File: src/rtl/pe_instr_dispatcher.sv
// Host-to-PE instruction dispatcher: command FIFO, opcode issue with MAC->ACT hazard,
// credit flow control and in-order result return. Optional counters: PE_DISPATCH_PERF_EN.
module pe_instr_dispatcher #(
   parameter int unsigned DATA_W    = 16,
   parameter int unsigned CMD_DEPTH = 4,
   parameter int unsigned MAX_OUT   = 4
) (
   input  logic              clk,
   input  logic              rst_n,
   input  logic              cmd_valid,
   output logic              cmd_ready,
   input  logic [31:0]       cmd_instr,
   input  logic [DATA_W-1:0] cmd_data_a,
   input  logic [DATA_W-1:0] cmd_data_b,
   input  logic [DATA_W-1:0] cmd_weight,
   output logic              pe_valid,
   output logic [31:0]       pe_instr,
   output logic [DATA_W-1:0] pe_data_a,
   output logic [DATA_W-1:0] pe_data_b,
   output logic [DATA_W-1:0] pe_weight,
   input  logic              pe_res_valid,
   input  logic [DATA_W-1:0] pe_result,
   output logic              res_valid,
   input  logic              res_ready,
   output logic [DATA_W-1:0] res_data,
   output logic [3:0]        res_op,
   output logic              busy,
   output logic              err_illegal,
   output logic              err_spurious
`ifdef PE_DISPATCH_PERF_EN
   ,
   output logic [31:0]       perf_issued,
   output logic [31:0]       perf_stall
`endif
);

   localparam int unsigned CMD_AW    = $clog2(CMD_DEPTH);
   localparam int unsigned CMD_PW    = CMD_AW + 1;
   localparam int unsigned RES_AW    = (MAX_OUT > 1) ? $clog2(MAX_OUT) : 1;
   localparam int unsigned RES_PW    = RES_AW + 1;
   localparam int unsigned RES_SLOTS = 2 ** RES_AW;
   localparam int unsigned CNT_W     = $clog2(MAX_OUT + 1);
   localparam logic [3:0]  OP_MAC    = 4'h1;
   localparam logic [3:0]  OP_ACT    = 4'h2;

   typedef struct packed {
      logic [31:0]       instr;
      logic [DATA_W-1:0] a;
      logic [DATA_W-1:0] b;
      logic [DATA_W-1:0] w;
   } cmd_t;

   typedef struct packed {
      logic [3:0]        op;
      logic [DATA_W-1:0] data;
   } res_t;

   typedef enum logic [1:0] {S_IDLE = 2'd0, S_ISSUE = 2'd1, S_HAZARD = 2'd2} state_t;

   state_t              state_q, state_d;
   cmd_t                cmd_mem_q [CMD_DEPTH];
   logic [3:0]          tag_mem_q [RES_SLOTS];
   res_t                res_mem_q [RES_SLOTS];
   logic [CMD_PW-1:0]   cmd_wr_q, cmd_wr_d, cmd_rd_q, cmd_rd_d;
   logic [RES_PW-1:0]   tag_wr_q, tag_wr_d, tag_rd_q, tag_rd_d;
   logic [RES_PW-1:0]   res_wr_q, res_wr_d, res_rd_q, res_rd_d;
   logic [CNT_W-1:0]    in_flight_q, in_flight_d, credits_q, credits_d;
   logic                cmd_ready_q, cmd_ready_d;
   logic                pe_valid_q, pe_valid_d;
   logic [31:0]         pe_instr_q, pe_instr_d;
   logic [DATA_W-1:0]   pe_data_a_q, pe_data_a_d, pe_data_b_q, pe_data_b_d;
   logic [DATA_W-1:0]   pe_weight_q, pe_weight_d;
   logic                res_valid_q, res_valid_d;
   logic [DATA_W-1:0]   res_data_q, res_data_d;
   logic [3:0]          res_op_q, res_op_d;
   logic                busy_q, busy_d;
   logic                err_illegal_q, err_illegal_d, err_spurious_q, err_spurious_d;

   cmd_t                cmd_in, cmd_head;
   res_t                res_new, res_head;
   logic [3:0]          head_op;
   logic                cmd_empty, cmd_last, cmd_push, head_legal, head_act;
   logic                issue, drop, pop, capture, release_res, cmd_full_d;

   assign cmd_in     = '{instr: cmd_instr, a: cmd_data_a, b: cmd_data_b, w: cmd_weight};
   assign cmd_head   = cmd_mem_q[cmd_rd_q[CMD_AW-1:0]];
   assign head_op    = cmd_head.instr[31:28];
   assign head_legal = (head_op == OP_MAC) || (head_op == OP_ACT);
   assign head_act   = (head_op == OP_ACT);
   assign cmd_empty  = (cmd_wr_q == cmd_rd_q);
   assign cmd_last   = ((cmd_wr_q - cmd_rd_q) == CMD_PW'(1));
   assign cmd_push   = cmd_valid && cmd_ready_q;

   // Issue FSM; the ACT hazard looks only at the registered in-flight count
   always_comb begin : fsm_next
      state_d = state_q;
      issue   = 1'b0;
      drop    = 1'b0;
      case (state_q)
         S_IDLE: begin
            if (!cmd_empty) state_d = S_ISSUE;
         end
         S_ISSUE: begin
            if (cmd_empty) begin
               state_d = S_IDLE;
            end else if (!head_legal) begin
               drop    = 1'b1;
               state_d = cmd_last ? S_IDLE : S_ISSUE;
            end else if (head_act && (in_flight_q != '0)) begin
               state_d = S_HAZARD;
            end else if (credits_q != '0) begin
               issue   = 1'b1;
               state_d = cmd_last ? S_IDLE : S_ISSUE;
            end
         end
         S_HAZARD: begin
            if (in_flight_q == '0) state_d = S_ISSUE;
         end
         default: state_d = S_IDLE;
      endcase
   end

   assign pop         = issue || drop;
   assign capture     = pe_res_valid && (in_flight_q != '0);
   assign release_res = res_valid_q && res_ready;
   assign res_new     = '{op: tag_mem_q[tag_rd_q[RES_AW-1:0]], data: pe_result};

   always_comb begin : datapath_next
      cmd_wr_d    = cmd_wr_q + CMD_PW'(cmd_push);
      cmd_rd_d    = cmd_rd_q + CMD_PW'(pop);
      tag_wr_d    = tag_wr_q + RES_PW'(issue);
      tag_rd_d    = tag_rd_q + RES_PW'(capture);
      res_wr_d    = res_wr_q + RES_PW'(capture);
      res_rd_d    = res_rd_q + RES_PW'(release_res);
      in_flight_d = in_flight_q + CNT_W'(issue) - CNT_W'(capture);
      credits_d   = credits_q - CNT_W'(issue) + CNT_W'(release_res);
      cmd_full_d  = (cmd_wr_d[CMD_AW] != cmd_rd_d[CMD_AW]) &&
                    (cmd_wr_d[CMD_AW-1:0] == cmd_rd_d[CMD_AW-1:0]);
      cmd_ready_d = !cmd_full_d;
      pe_valid_d  = issue;
      pe_instr_d  = pe_instr_q;
      pe_data_a_d = pe_data_a_q;
      pe_data_b_d = pe_data_b_q;
      pe_weight_d = pe_weight_q;
      if (issue) begin
         pe_instr_d  = cmd_head.instr;
         pe_data_a_d = cmd_head.a;
         pe_data_b_d = cmd_head.b;
         pe_weight_d = cmd_head.w;
      end
      // Bypass a result landing in the slot that becomes the head this cycle
      if (capture && (res_wr_q[RES_AW-1:0] == res_rd_d[RES_AW-1:0])) res_head = res_new;
      else                                                          res_head = res_mem_q[res_rd_d[RES_AW-1:0]];
      res_valid_d    = (res_wr_d != res_rd_d);
      res_data_d     = res_head.data;
      res_op_d       = res_head.op;
      busy_d         = (cmd_wr_d != cmd_rd_d) || (in_flight_d != '0) || res_valid_d;
      err_illegal_d  = drop;
      err_spurious_d = pe_res_valid && (in_flight_q == '0);
   end

   always_ff @(posedge clk or negedge rst_n) begin : state_regs
      if (!rst_n) begin
         state_q        <= S_IDLE;
         cmd_wr_q       <= '0;
         cmd_rd_q       <= '0;
         tag_wr_q       <= '0;
         tag_rd_q       <= '0;
         res_wr_q       <= '0;
         res_rd_q       <= '0;
         in_flight_q    <= '0;
         credits_q      <= CNT_W'(MAX_OUT);
         cmd_ready_q    <= 1'b1;
         pe_valid_q     <= 1'b0;
         pe_instr_q     <= '0;
         pe_data_a_q    <= '0;
         pe_data_b_q    <= '0;
         pe_weight_q    <= '0;
         res_valid_q    <= 1'b0;
         res_data_q     <= '0;
         res_op_q       <= '0;
         busy_q         <= 1'b0;
         err_illegal_q  <= 1'b0;
         err_spurious_q <= 1'b0;
      end else begin
         state_q        <= state_d;
         cmd_wr_q       <= cmd_wr_d;
         cmd_rd_q       <= cmd_rd_d;
         tag_wr_q       <= tag_wr_d;
         tag_rd_q       <= tag_rd_d;
         res_wr_q       <= res_wr_d;
         res_rd_q       <= res_rd_d;
         in_flight_q    <= in_flight_d;
         credits_q      <= credits_d;
         cmd_ready_q    <= cmd_ready_d;
         pe_valid_q     <= pe_valid_d;
         pe_instr_q     <= pe_instr_d;
         pe_data_a_q    <= pe_data_a_d;
         pe_data_b_q    <= pe_data_b_d;
         pe_weight_q    <= pe_weight_d;
         res_valid_q    <= res_valid_d;
         res_data_q     <= res_data_d;
         res_op_q       <= res_op_d;
         busy_q         <= busy_d;
         err_illegal_q  <= err_illegal_d;
         err_spurious_q <= err_spurious_d;
      end
   end

   always_ff @(posedge clk or negedge rst_n) begin : storage
      if (!rst_n) begin
         for (int unsigned i = 0; i < CMD_DEPTH; i++) cmd_mem_q[CMD_AW'(i)] <= '0;
         for (int unsigned i = 0; i < RES_SLOTS; i++) begin
            tag_mem_q[RES_AW'(i)] <= '0;
            res_mem_q[RES_AW'(i)] <= '0;
         end
      end else begin
         if (cmd_push) cmd_mem_q[cmd_wr_q[CMD_AW-1:0]] <= cmd_in;
         if (issue)    tag_mem_q[tag_wr_q[RES_AW-1:0]] <= head_op;
         if (capture)  res_mem_q[res_wr_q[RES_AW-1:0]] <= res_new;
      end
   end

   assign cmd_ready    = cmd_ready_q;
   assign pe_valid     = pe_valid_q;
   assign pe_instr     = pe_instr_q;
   assign pe_data_a    = pe_data_a_q;
   assign pe_data_b    = pe_data_b_q;
   assign pe_weight    = pe_weight_q;
   assign res_valid    = res_valid_q;
   assign res_data     = res_data_q;
   assign res_op       = res_op_q;
   assign busy         = busy_q;
   assign err_illegal  = err_illegal_q;
   assign err_spurious = err_spurious_q;

`ifdef PE_DISPATCH_PERF_EN
   logic [31:0] perf_issued_q, perf_issued_d, perf_stall_q, perf_stall_d;
   logic        stall;

   // Saturating activity counters
   always_comb begin : perf_next
      stall         = !cmd_empty && head_legal && !issue;
      perf_issued_d = perf_issued_q;
      perf_stall_d  = perf_stall_q;
      if (issue && (perf_issued_q != '1)) perf_issued_d = perf_issued_q + 32'd1;
      if (stall && (perf_stall_q != '1))  perf_stall_d  = perf_stall_q + 32'd1;
   end

   always_ff @(posedge clk or negedge rst_n) begin : perf_regs
      if (!rst_n) begin
         perf_issued_q <= '0;
         perf_stall_q  <= '0;
      end else begin
         perf_issued_q <= perf_issued_d;
         perf_stall_q  <= perf_stall_d;
      end
   end

   assign perf_issued = perf_issued_q;
   assign perf_stall  = perf_stall_q;
`endif

endmodule

File: config.mk
export PLATFORM = sky130hd
export DESIGN_NAME = pe_instr_dispatcher
export DESIGN_NICKNAME = d
export VERILOG_FILES = /design/src/rtl/pe_instr_dispatcher.sv
export SDC_FILE = /design/constraint.sdc
export NUM_CORES = 1
export LEC_CHECK = 0
export CORE_UTILIZATION = 40
export DETAILED_ROUTE_END_ITERATION = 10
export GPL_TIMING_DRIVEN = 0
export PLACE_DENSITY = 0.58
export SLEW_MARGIN = 20
export SYNTH_ARGS = -nofsm -noshare
export SYNTH_HDL_FRONTEND = slang
export SYNTH_SLANG_ARGS = --single-unit
File: constraint.sdc
create_clock -name clk -period 3.9 [get_ports clk]
set_input_delay 1.17 -clock clk [delete_from_list [all_inputs] [get_ports clk]]
set_output_delay 1.17 -clock clk [all_outputs]
set_load 0.01 [all_outputs]
==> flow_summary.ini <==
[run_status]
status = finished, final reports clean

[sta]
fin_skew_ns = 0.0216
hold_viol = 0
fin_ws_ns = 0.289
fin_crit_ns = 3.61
slew_viol_final = 0
slew_headroom_pct = 34.3
setup-violations-final = 0
rsz0062_at_grt = false
worst_slew_pin_slew_ns = 0.985
fin_crit_sh_pct = 92.6
fin_tns_setup_ns = 0
holdWs_ns = 0.453
max_freq_mhz = 277

[floorplan]
coreArea_sq_mm = 0.0566
die_x_microns = 242
die_area_sq_mm = 0.0585
start_util_pct = 40.6
io_pins = 207
die_y_microns = 242
num_rows = 87

[setup_path]
critPathSlowestCell = dfrtp_1
cp.arrival_ns = 4.15
criticalPathCategory = reg -> reg
required_ns = 4.43
reg2reg_from = cmd_rd_q[1]
worstReg2RegEnd = credits_q[2]
cp_top_family = adder cells
cp-end-kind = flop
worstSetupStartpointType = flop
reg2reg_slack_ns = 0.29
path_buf_inv = 5
crit_top_cell = ha_1
slowest_delay_ns = 0.39
reg2reg_depth = 14
crit_chain = buf_6 > inv_1 > ha_1 > a311o_1 > nor2_1 > nand3_2 > inv_4 > buf_4 > ha_1 > inv_1 > ha_1 > fa_1 > xnor2_1 > xnor2_1
crit_path_max_fanout = 12

[clock_tree]
postCtsResizedCells = 1
htree_levels = 2
post_cts_buffers = 0
cts_buffer_depth = 3
clock-sinks = 546
clockRootBuffer = clkbuf_16
cts_hold_buf = 0
clk_pin_slew_worst_paths_ns = 0.06
cts_buffers = 59
cts_tree = done
clock_latency_ns = 0.62

[drt]
dr.pass1.iters = 4
via_per_inst = 5.15
vias = 12554
routedWlPerCell_microns = 20.7
drt_wl_total_microns = 50500
drt-initial-drc-count = 424
detail-route-antenna-nets = 0
drc = 0

[synthesis]
ys.flop_type = dfrtp_1
synth_cells = 1359
synthTopCellsByArea = dfrtp_1 (59%), mux2_2 (17%), mux4_2 (10%)
synth_edf_count = 0
async_flop_share_pct = 100
synth_nets = 1479
synth_top_area_share_pct = 59.2
ys_types = 39
ys_ff_latch = 546
avgSynthCellArea_sq_um = 16.9
synth_top_area_cell = dfrtp_1
yosysSeqAreaShare_pct = 59.4
yosysWarnings = 0
netlist_area_sq_mm = 0.0230

[grt]
grt_overflow = 0
grt_pass1_vias = 14049
grt_max_degree = 102
grt_pass1_wl_microns = 81700
antenna_found_initial = 6
track_usage_pct = 17.9

[placement]
place_hpwl_microns = 33400
place_congestion = 0.750
dp_slack_ns = -0.153
io_buffer_count = 206

[cells_and_area]
synthToLayoutAreaGrowth_pct = 22.6
drive_above_1_share_pct = 34.4
final_common_cell = dfrtp_1
layout_common_cells = dfrtp_1 (544), mux2_2 (343), clkdlybuf4s50_1 (205)
finalNetCount = 1753

[worst_hold_path]
min_path_type = in -> async

[pwr]
vdd_ir_drop_max_uv = 393
totalPowerFinal_mw = 25.2
p_per_area_mw_per_mm2 = 895
p_leak_nw = 11.9

[job]
max-cap-violations = 0
-- per-stage QoR --
| step | area (sq um) | cells | util [%] |
|---|---|---|---|
| after CTS | 28200 | 2437 | 49.8 |
| final | 28200 | 2439 | 49.8 |
| after global placement | 26000 | 2321 | 46.0 |
| after global routing | 28200 | 2437 | 49.8 |
| after detailed placement | 26200 | 2328 | 46.3 |
| after floorplan | 23000 | 1359 | - |
-- synthesized netlist by cell type, types with 3 or more instances --
master / n
or2_0: 3
fa_1: 3
dfrtp_1: 544
mux2_1: 158
mux2i_1: 4
mux4_2: 103
and2_1: 11
mux2_2: 343
mux2_4: 7
ha_1: 16
clkbuf_1: 56
nor3_1: 5
buf_1: 6
nand2_1: 8
xnor2_1: 7
inv_2: 3
nand3_1: 8
inv_1: 12
or3_1: 5
xor2_1: 17
buf_2: 10
nor2_1: 7
-- state kept, by name, summed over array words and instances (netlist names), 2 cells and up --
register,flops
cmd_mem_q,320
cmd_rd_q,3
cmd_wr_q,3
credits_q,3
in_flight_q,3
pe_data_a,16
pe_data_b,16
pe_instr,32
pe_weight,16
res_data,16
res_mem_q,80
res_op,4
res_rd_q,3
res_wr_q,3
state_q,2
tag_mem_q,16
tag_rd_q,2
tag_wr_q,2
-- power breakdown --
| group | switching [mW] | total, mW | internal, mW |
|---|---|---|---|
| clock | 2.31 | 5.66 | 3.35 |
| combinational | 3.99 | 9.69 | 5.70 |
| sequential | 1.39 | 9.88 | 8.49 |
-- worst reg2reg max path: cells and delay by family, from the launching register on --
family                     cells  cell delay, ns
adders and majority gates      4            1.07
buffers and inverters          5            0.92
DFF                            1            0.39
and+or+nand+nor                2            0.43
xor gates and xnor gates       2            0.33
AOI/OAI and AO/OA              1            0.37
-- worst max-delay path by stage --
| stage | cells after the start | end | startpoint |
|---|---|---|---|
| floorplan | 6 | res_op[3] | res_ready |
| global placement | 1 | pe_data_a[11] | rst_n |
| detailed placement | 7 | res_data[6] | res_ready |
| CTS | 14 | credits_q[2] | cmd_rd_q[1] |
| global route | 14 | credits_q[2] | cmd_rd_q[1] |
| finish | 14 | credits_q[2] | cmd_rd_q[1] |
-- area by class of cell --
class,instances,area (sq um)
antenna,2,5.00
buffer,73,298
clock buffer,89,1740
clock inverter,20,249
fill,4916,28400
inverter,16,62.6
multi-input combinational,724,8990
sequential,546,13700
tap,756,946
timing repair buffer,213,2240
-- kinds of logic after synthesis --
| logic type | after synthesis | synth area share (%) |
|---|---|---|
| mux | 615 | 35.2 |
| compound gates | 10 | 0.343 |
| flops | 546 | 59.4 |
| simple gates | 56 | 1.43 |
| fa+ha+maj | 19 | 1.13 |
| xor+xnor | 24 | 0.914 |
| buf+inv | 89 | 1.54 |
-- metal layers --
metal | vias up | track usage, % | share of wire [%]
li1 | 5575 | - | -
met1 | 6685 | 23.3 | 43
met2 | 195 | 29.6 | 49
met3 | 89 | 4.45 | 5.1
met4 | 10 | 4.97 | 2.2
met5 | - | 0 | 0.14
(Power assumes the default switching activity.)
